[src/rtl/wtf_pkg.sv]
// Shared types for the cipher-to-tx byte path.
//   BLOCK_BYTES : bytes per encrypted block
//   BYTE_W      : bits per byte
//   block_t     : one encrypted block, byte k = block[k]
//   ser_state_t : serializer FSM states
package wtf_pkg;

  localparam int BLOCK_BYTES = 16;
  localparam int BYTE_W      = 8;

  typedef logic [BLOCK_BYTES-1:0][BYTE_W-1:0] block_t;

  typedef enum logic {
    IDLE = 1'b0,
    SEND = 1'b1
  } ser_state_t;

endpackage

[src/rtl/block_fifo.sv]
// Block FIFO: DEPTH entries of W bits, synchronous, show-ahead head.
//   clk_i, rst_ni : clock, synchronous active-low reset
//   push_i/data_i : write data_i at the tail
//   pop_i         : remove the head (ignored when empty)
//   head_o        : current head entry (valid while !empty_o)
//   full_o/empty_o: occupancy flags
//   count_o       : entries held
//   drop_o        : push refused this cycle (full and no pop)
module block_fifo #(
  parameter int DEPTH = 2,
  parameter int W     = 128
) (
  input  logic                     clk_i,
  input  logic                     rst_ni,
  input  logic                     push_i,
  input  logic [W-1:0]             data_i,
  input  logic                     pop_i,
  output logic [W-1:0]             head_o,
  output logic                     full_o,
  output logic                     empty_o,
  output logic [$clog2(DEPTH):0]   count_o,
  output logic                     drop_o
);

  localparam int PTR_W = $clog2(DEPTH);
  localparam int CNT_W = PTR_W + 1;
  localparam logic [CNT_W-1:0] FULL_CNT = CNT_W'(DEPTH);

  logic [W-1:0]     mem_q [DEPTH];
  logic [PTR_W-1:0] wr_ptr_q;
  logic [PTR_W-1:0] rd_ptr_q;
  logic [CNT_W-1:0] count_q;
  logic             pop_eff;
  logic             push_eff;

  assign full_o  = (count_q == FULL_CNT);
  assign empty_o = (count_q == '0);
  assign count_o = count_q;
  assign head_o  = mem_q[rd_ptr_q];

  // A pop in the same cycle frees a slot, so a push into a full FIFO
  // is still accepted then.
  assign pop_eff  = pop_i & ~empty_o;
  assign push_eff = push_i & (~full_o | pop_eff);
  assign drop_o   = push_i & ~push_eff;

  always_ff @(posedge clk_i) begin
    if (!rst_ni) begin
      wr_ptr_q <= '0;
      rd_ptr_q <= '0;
      count_q  <= '0;
    end else begin
      if (push_eff) begin
        mem_q[wr_ptr_q] <= data_i;
        wr_ptr_q        <= wr_ptr_q + 1'b1;
      end
      if (pop_eff) begin
        rd_ptr_q <= rd_ptr_q + 1'b1;
      end
      case ({push_eff, pop_eff})
        2'b10:   count_q <= count_q + 1'b1;
        2'b01:   count_q <= count_q - 1'b1;
        default: count_q <= count_q;
      endcase
    end
  end

endmodule

[src/rtl/block_serializer.sv]
// Block serializer: queues encrypted blocks and sends them one byte per
// pacing tick to the tx transmitter, byte 0 first.
//   clk_in, rst_in   : clock, synchronous active-low reset
//   block_valid_in   : block_in carries a new block (single cycle)
//   tick_in          : byte pacing strobe
//   enable_in        : low = bytes consumed on tick but not sent
//   tx_busy_in       : high = tick skipped, byte retained
//   byte_valid_out   : single-cycle byte strobe
//   byte_out/byte_index_out/frame_start_out : byte, its index, index==0
//   fill_out         : blocks queued (excludes block being sent)
//   busy_out         : FSM not idle
//   overflow_out     : sticky, a block was dropped on a full FIFO
//
// state | meaning
// IDLE  | waiting for a queued block; loads head into hold and pops
// SEND  | sending hold one byte per usable tick, back to IDLE after last
module block_serializer #(
  parameter int DEPTH           = 2,
  parameter int BYTES_PER_BLOCK = 16,
  parameter int BYTE_W          = 8
) (
  input  logic                                        clk_in,
  input  logic                                        rst_in,
  input  logic                                        block_valid_in,
  input  logic [BYTES_PER_BLOCK-1:0][BYTE_W-1:0]      block_in,
  input  logic                                        tick_in,
  input  logic                                        enable_in,
  input  logic                                        tx_busy_in,
  output logic                                        byte_valid_out,
  output logic [BYTE_W-1:0]                           byte_out,
  output logic [$clog2(BYTES_PER_BLOCK)-1:0]          byte_index_out,
  output logic                                        frame_start_out,
  output logic [$clog2(DEPTH):0]                      fill_out,
  output logic                                        busy_out,
  output logic                                        overflow_out
);

  import wtf_pkg::*;

  localparam int IDX_W   = $clog2(BYTES_PER_BLOCK);
  localparam int BLK_W   = BYTES_PER_BLOCK * BYTE_W;
  localparam logic [IDX_W-1:0] LAST_IDX = IDX_W'(BYTES_PER_BLOCK - 1);

  ser_state_t                               state_q;
  logic [BYTES_PER_BLOCK-1:0][BYTE_W-1:0]   hold_q;
  logic [IDX_W-1:0]                         idx_q;
  logic [IDX_W-1:0]                         idx_d;
  logic                                     byte_valid_q;
  logic [BYTE_W-1:0]                        byte_q;
  logic [IDX_W-1:0]                         byte_idx_q;
  logic                                     frame_q;
  logic                                     overflow_q;

  logic             fifo_pop;
  logic [BLK_W-1:0] fifo_head;
  logic             fifo_full;
  logic             fifo_empty;
  logic             fifo_drop;

  assign fifo_pop = (state_q == IDLE) && !fifo_empty;
  assign idx_d    = idx_q + 1'b1;

  block_fifo #(
    .DEPTH (DEPTH),
    .W     (BLK_W)
  ) u_fifo (
    .clk_i   (clk_in),
    .rst_ni  (rst_in),
    .push_i  (block_valid_in),
    .data_i  (block_in),
    .pop_i   (fifo_pop),
    .head_o  (fifo_head),
    .full_o  (fifo_full),
    .empty_o (fifo_empty),
    .count_o (fill_out),
    .drop_o  (fifo_drop)
  );

  always_ff @(posedge clk_in) begin
    if (!rst_in) begin
      state_q      <= IDLE;
      hold_q       <= '0;
      idx_q        <= '0;
      byte_valid_q <= 1'b0;
      byte_q       <= '0;
      byte_idx_q   <= '0;
      frame_q      <= 1'b0;
      overflow_q   <= 1'b0;
    end else begin
      byte_valid_q <= 1'b0;
      frame_q      <= 1'b0;
      if (fifo_drop) begin
        overflow_q <= 1'b1;
      end
      case (state_q)
        IDLE: begin
          if (!fifo_empty) begin
            hold_q  <= fifo_head;
            idx_q   <= '0;
            state_q <= SEND;
          end
        end
        SEND: begin
          // A busy tick is skipped entirely; a gated tick still consumes
          // the byte so byte timing stays locked to the audio rate.
          if (tick_in && !tx_busy_in) begin
            if (enable_in) begin
              byte_valid_q <= 1'b1;
              byte_q       <= hold_q[idx_q];
              byte_idx_q   <= idx_q;
              frame_q      <= (idx_q == '0);
            end
            idx_q <= idx_d;
            if (idx_q == LAST_IDX) begin
              state_q <= IDLE;
            end
          end
        end
        default: state_q <= IDLE;
      endcase
    end
  end

  assign byte_valid_out  = byte_valid_q;
  assign byte_out        = byte_q;
  assign byte_index_out  = byte_idx_q;
  assign frame_start_out = frame_q;
  assign busy_out        = (state_q != IDLE);
  assign overflow_out    = overflow_q;

endmodule

[config.mk]
export PLATFORM = sky130hd
export DESIGN_NAME = block_serializer
export DESIGN_NICKNAME = d
export VERILOG_FILES = /design/src/rtl/wtf_pkg.sv /design/src/rtl/block_fifo.sv /design/src/rtl/block_serializer.sv
export SDC_FILE = /design/constraint.sdc
export NUM_CORES = 1
export LEC_CHECK = 0
export ABC_AREA = 1
export BUFFER_PORTS_ARGS = -buffer_cell sky130_fd_sc_hd__buf_2
export CAP_MARGIN = 20
export CORE_ASPECT_RATIO = 1.25
export CORE_MARGIN = 2
export CORE_UTILIZATION = 40
export DETAILED_ROUTE_END_ITERATION = 8
export PLACE_DENSITY_LB_ADDON = 0.05
export SKIP_LAST_GASP = 1
export SYNTH_ARGS = -nofsm -noshare
export SYNTH_HDL_FRONTEND = slang
export SYNTH_SLANG_ARGS = --single-unit
[constraint.sdc]
create_clock -name clk_in -period 9.4 [get_ports clk_in]
set_input_delay 0.47 -clock clk_in [delete_from_list [all_inputs] [get_ports clk_in]]
set_output_delay 0.47 -clock clk_in [all_outputs]
set_load 0.02 [all_outputs]
==> impl_metrics.yaml <==
clock_network:
  holdBufCountCts: 0
  cts-root-buf: "clkbuf_16"
  worst_skew_pair.late_latency_ns: 0.55
  clk_pin_slew_ns: 0.06
  post_cts_resized: 0
  cts_made_buffers: 43
  cts_tree: "yes"
  clock_sinks: 408
  htreeDepth: 2
  cts_buffer_depth: 3
  cts_setup_buffers: 0
timing:
  period_share_pct: 33.4
  slew_headroom_pct: 32.5
  finalHoldWorstSlack_ns: 0.106
  worst_slack_ns: 6.26
  final.min_clock_period_ns: 3.14
  hold_violations: 0
  rsz0062_at_grt: "false"
  setup_viol: 0
  max_freq_mhz: 319
  skew_ns: 0.0209
  worstMarginPinSlew_ns: 1.01
  fin_tns_setup_ns: 0
  drv_slew: 0
floorplan:
  die_y_um: 225
  die-width_um: 181
  dieArea_mm2: 0.0407
  fp.coreArea_mm2: 0.0388
  start_util_pct: 40.3
  pin_count: 152
  rows: 81
final_layout:
  diodes: 0
  layout_common_cells: "427 x nand2_1, 256 x edfxtp_1, 150 x dfxtp_1, 150 x buf_2, 128 x a31oi_1"
  num-fill-cells: 3706
  drive_above_1_share_pct: 15.1
  final_common_cell: "nand2_1"
  stdcell_count: 2122
  final_util_pct: 46.8
  fin_nets: 1726
  syn_to_final_growth_pct: 16.2
synthesis:
  synth_simple_gate_area_share_pct: 14.5
  synth_nets: 1613
  synth_xor_xnor_area_share_pct: 0.160
  netlist_instances: 1477
  synth_area_mm2: 0.0156
  synthMuxAreaShare_pct: 0
  synth_top_family_by_area: "simple AND/OR/NAND/NOR gates"
  synth_seq_cells: 408
  synth_compound_area_share_pct: 10.3
  yosysSeqAreaShare_pct: 68.6
  ys_types: 29
  yosys_warnings: 0
  synthAdderAreaFrac_pct: 0.160
  synth_area_per_cell_um2: 10.6
routing:
  drtIter0Drc: 556
  ant_nets: 0
  drt-met1-wl_um: 17600
  drc: 0
  highest_layer: "met4"
  routed-wl-met3_um: 1550
  dr.pass1.iters: 5
  num_vias: 10700
  wirelength_um: 40300
  wl_per_cell_um: 19.0
  routed_via_density: 5.05
  wl_met2_um: 20200
critical_path:
  crit_path_cell_trace: "inv_1, nand3_1, nand2_1, inv_1, nand2_1, nor2_4, buf_4"
  crit_type: "reg -> reg"
  crit_slowest_cell: "buf_4"
  path_buf_inv: 3
  worst_ep_required_time_ns: 9.56
  worst-r2r-cell-count: 7
  worst-path-stages: 7
  cp-start-kind: "flop"
  cp_max_fo: 59
  arrival_ns: 3.30
  cp-end-kind: "flop"
  crit_family: "simple AND/OR/NAND/NOR gates"
  cpPeakStageDelay_ns: 0.81
power:
  power_density_mw_per_mm2: 309
  p_clk_share_pct: 32.0
  p_leak_nw: 6.95
  p_switching_mw: 1.82
  switching_share_pct: 32.4
  p_int_mw: 3.79
  seqPwrFrac_pct: 44.7
  combPwrFrac_pct: 23.3
  ir_drop_v: 0.000211
place:
  numPortBuffers: 151
  place_inst: 2041
  dp_slack_ns: 6.10
  gp_congestion: 0.793
  post-dp-hpwl_um: 24000
grt:
  grt_max_degree: 156
  grt_pass1_wl_um: 61900
  grt_pass1_vias: 10700
  grt_antenna_before_repair: 1
  grt_overflow_total: 0
  track_usage_pct: 19.8
hold_path:
  hp-class: "in -> reg"
  min_path_cells: 1
run_status:
  status: "complete, no violations"
job:
  cap_violations: 0
sequential cells by signal (all words and copies together), names as in the netlist:
| register | cells |
|---|---|
| u_fifo.mem_q | 256 |
| hold_q | 128 |
| byte_out | 8 |
| byte_index_out | 4 |
| idx_q | 4 |
| u_fifo.count_o | 2 |
| busy_out | 1 |
| byte_valid_out | 1 |
| frame_start_out | 1 |
| overflow_out | 1 |
| u_fifo.rd_ptr_q | 1 |
| u_fifo.wr_ptr_q | 1 |
synthesized netlist by cell type:
cell type,count,area [um2]
buf_12,1,20.0
nor3_1,1,5.00
a31oi_1,128,801
buf_6,2,22.5
nand2_2,1,6.26
buf_8,9,135
nor2_1,44,165
nand2_1,427,1600
nand2_8,1,20.0
nand4_1,1,6.26
o21ai_0,92,460
xor2_2,1,16.3
clkinv_1,1,3.75
a21oi_1,9,45.0
nand3_1,93,465
buf_4,4,30.0
clkbuf_1,50,188
a41oi_1,1,8.76
o21ai_4,1,16.3
buf_2,32,160
ha_1,2,25.0
inv_2,4,15.0
o21ai_1,53,265
inv_1,107,402
edfxtp_1,256,7690
dfxtp_1,152,3040
xnor2_1,1,8.76
inv_4,1,6.26
a211oi_1,2,15.0
per-layer routing:
layer  global-route usage [%]  up-vias
met5                        0        -
met4                     5.93        0
met3                     3.26       56
met2                     34.8      210
met1                     25.2     5148
li1                         -     5292
per-stage QoR:
step	area, um2	total power, mW
finish	18200	5.61
floorplan	15700	3.52
detailed placement	16600	3.87
global route	18200	5.96
global placement	16600	3.84
CTS	18100	5.67
final timing paths:
check | start | endpoint | slack [ns]
worst max-delay path | u_fifo.count_o[0] | u_fifo.mem_q[0][84] | 6.26
worst min-delay path | block_in[2] | u_fifo.mem_q[1][2] | 0.11
worst max register to register | u_fifo.count_o[0] | u_fifo.mem_q[0][84] | 6.26
worst min register to register | u_fifo.wr_ptr_q | u_fifo.wr_ptr_q | 0.47
cells by family (layout without fill, tap and decap cells):
family	count (synthesis)	after routing
simple gates	568	568
flops	408	408
compound gates	286	286
buf+inv	211	358
fa+ha+maj	2	2
xor+xnor	2	2
power groups by stage:
stage	Clock (mW)	Combinational (mW)	Sequential [mW]
after floorplan	0	1.06	2.46
after global placement	0	1.29	2.55
after detailed placement	0	1.32	2.55
after CTS	1.83	1.32	2.52
after global routing	1.91	1.49	2.56
final	1.79	1.31	2.51
layout make-up:
cell class / count / area, um2 / area share (%)
flip-flops and latches: 408 / 10700 / 59.1
multi-input cells: 858 / 3950 / 21.7
clock inverters: 15 / 229 / 1.26
clock buffers: 64 / 1280 / 7.04
repair buffers: 166 / 923 / 5.08
well taps: 498 / 623 / 3.43
inverters: 113 / 434 / 2.39
Note: power is estimated with default switching activity, not from simulation.
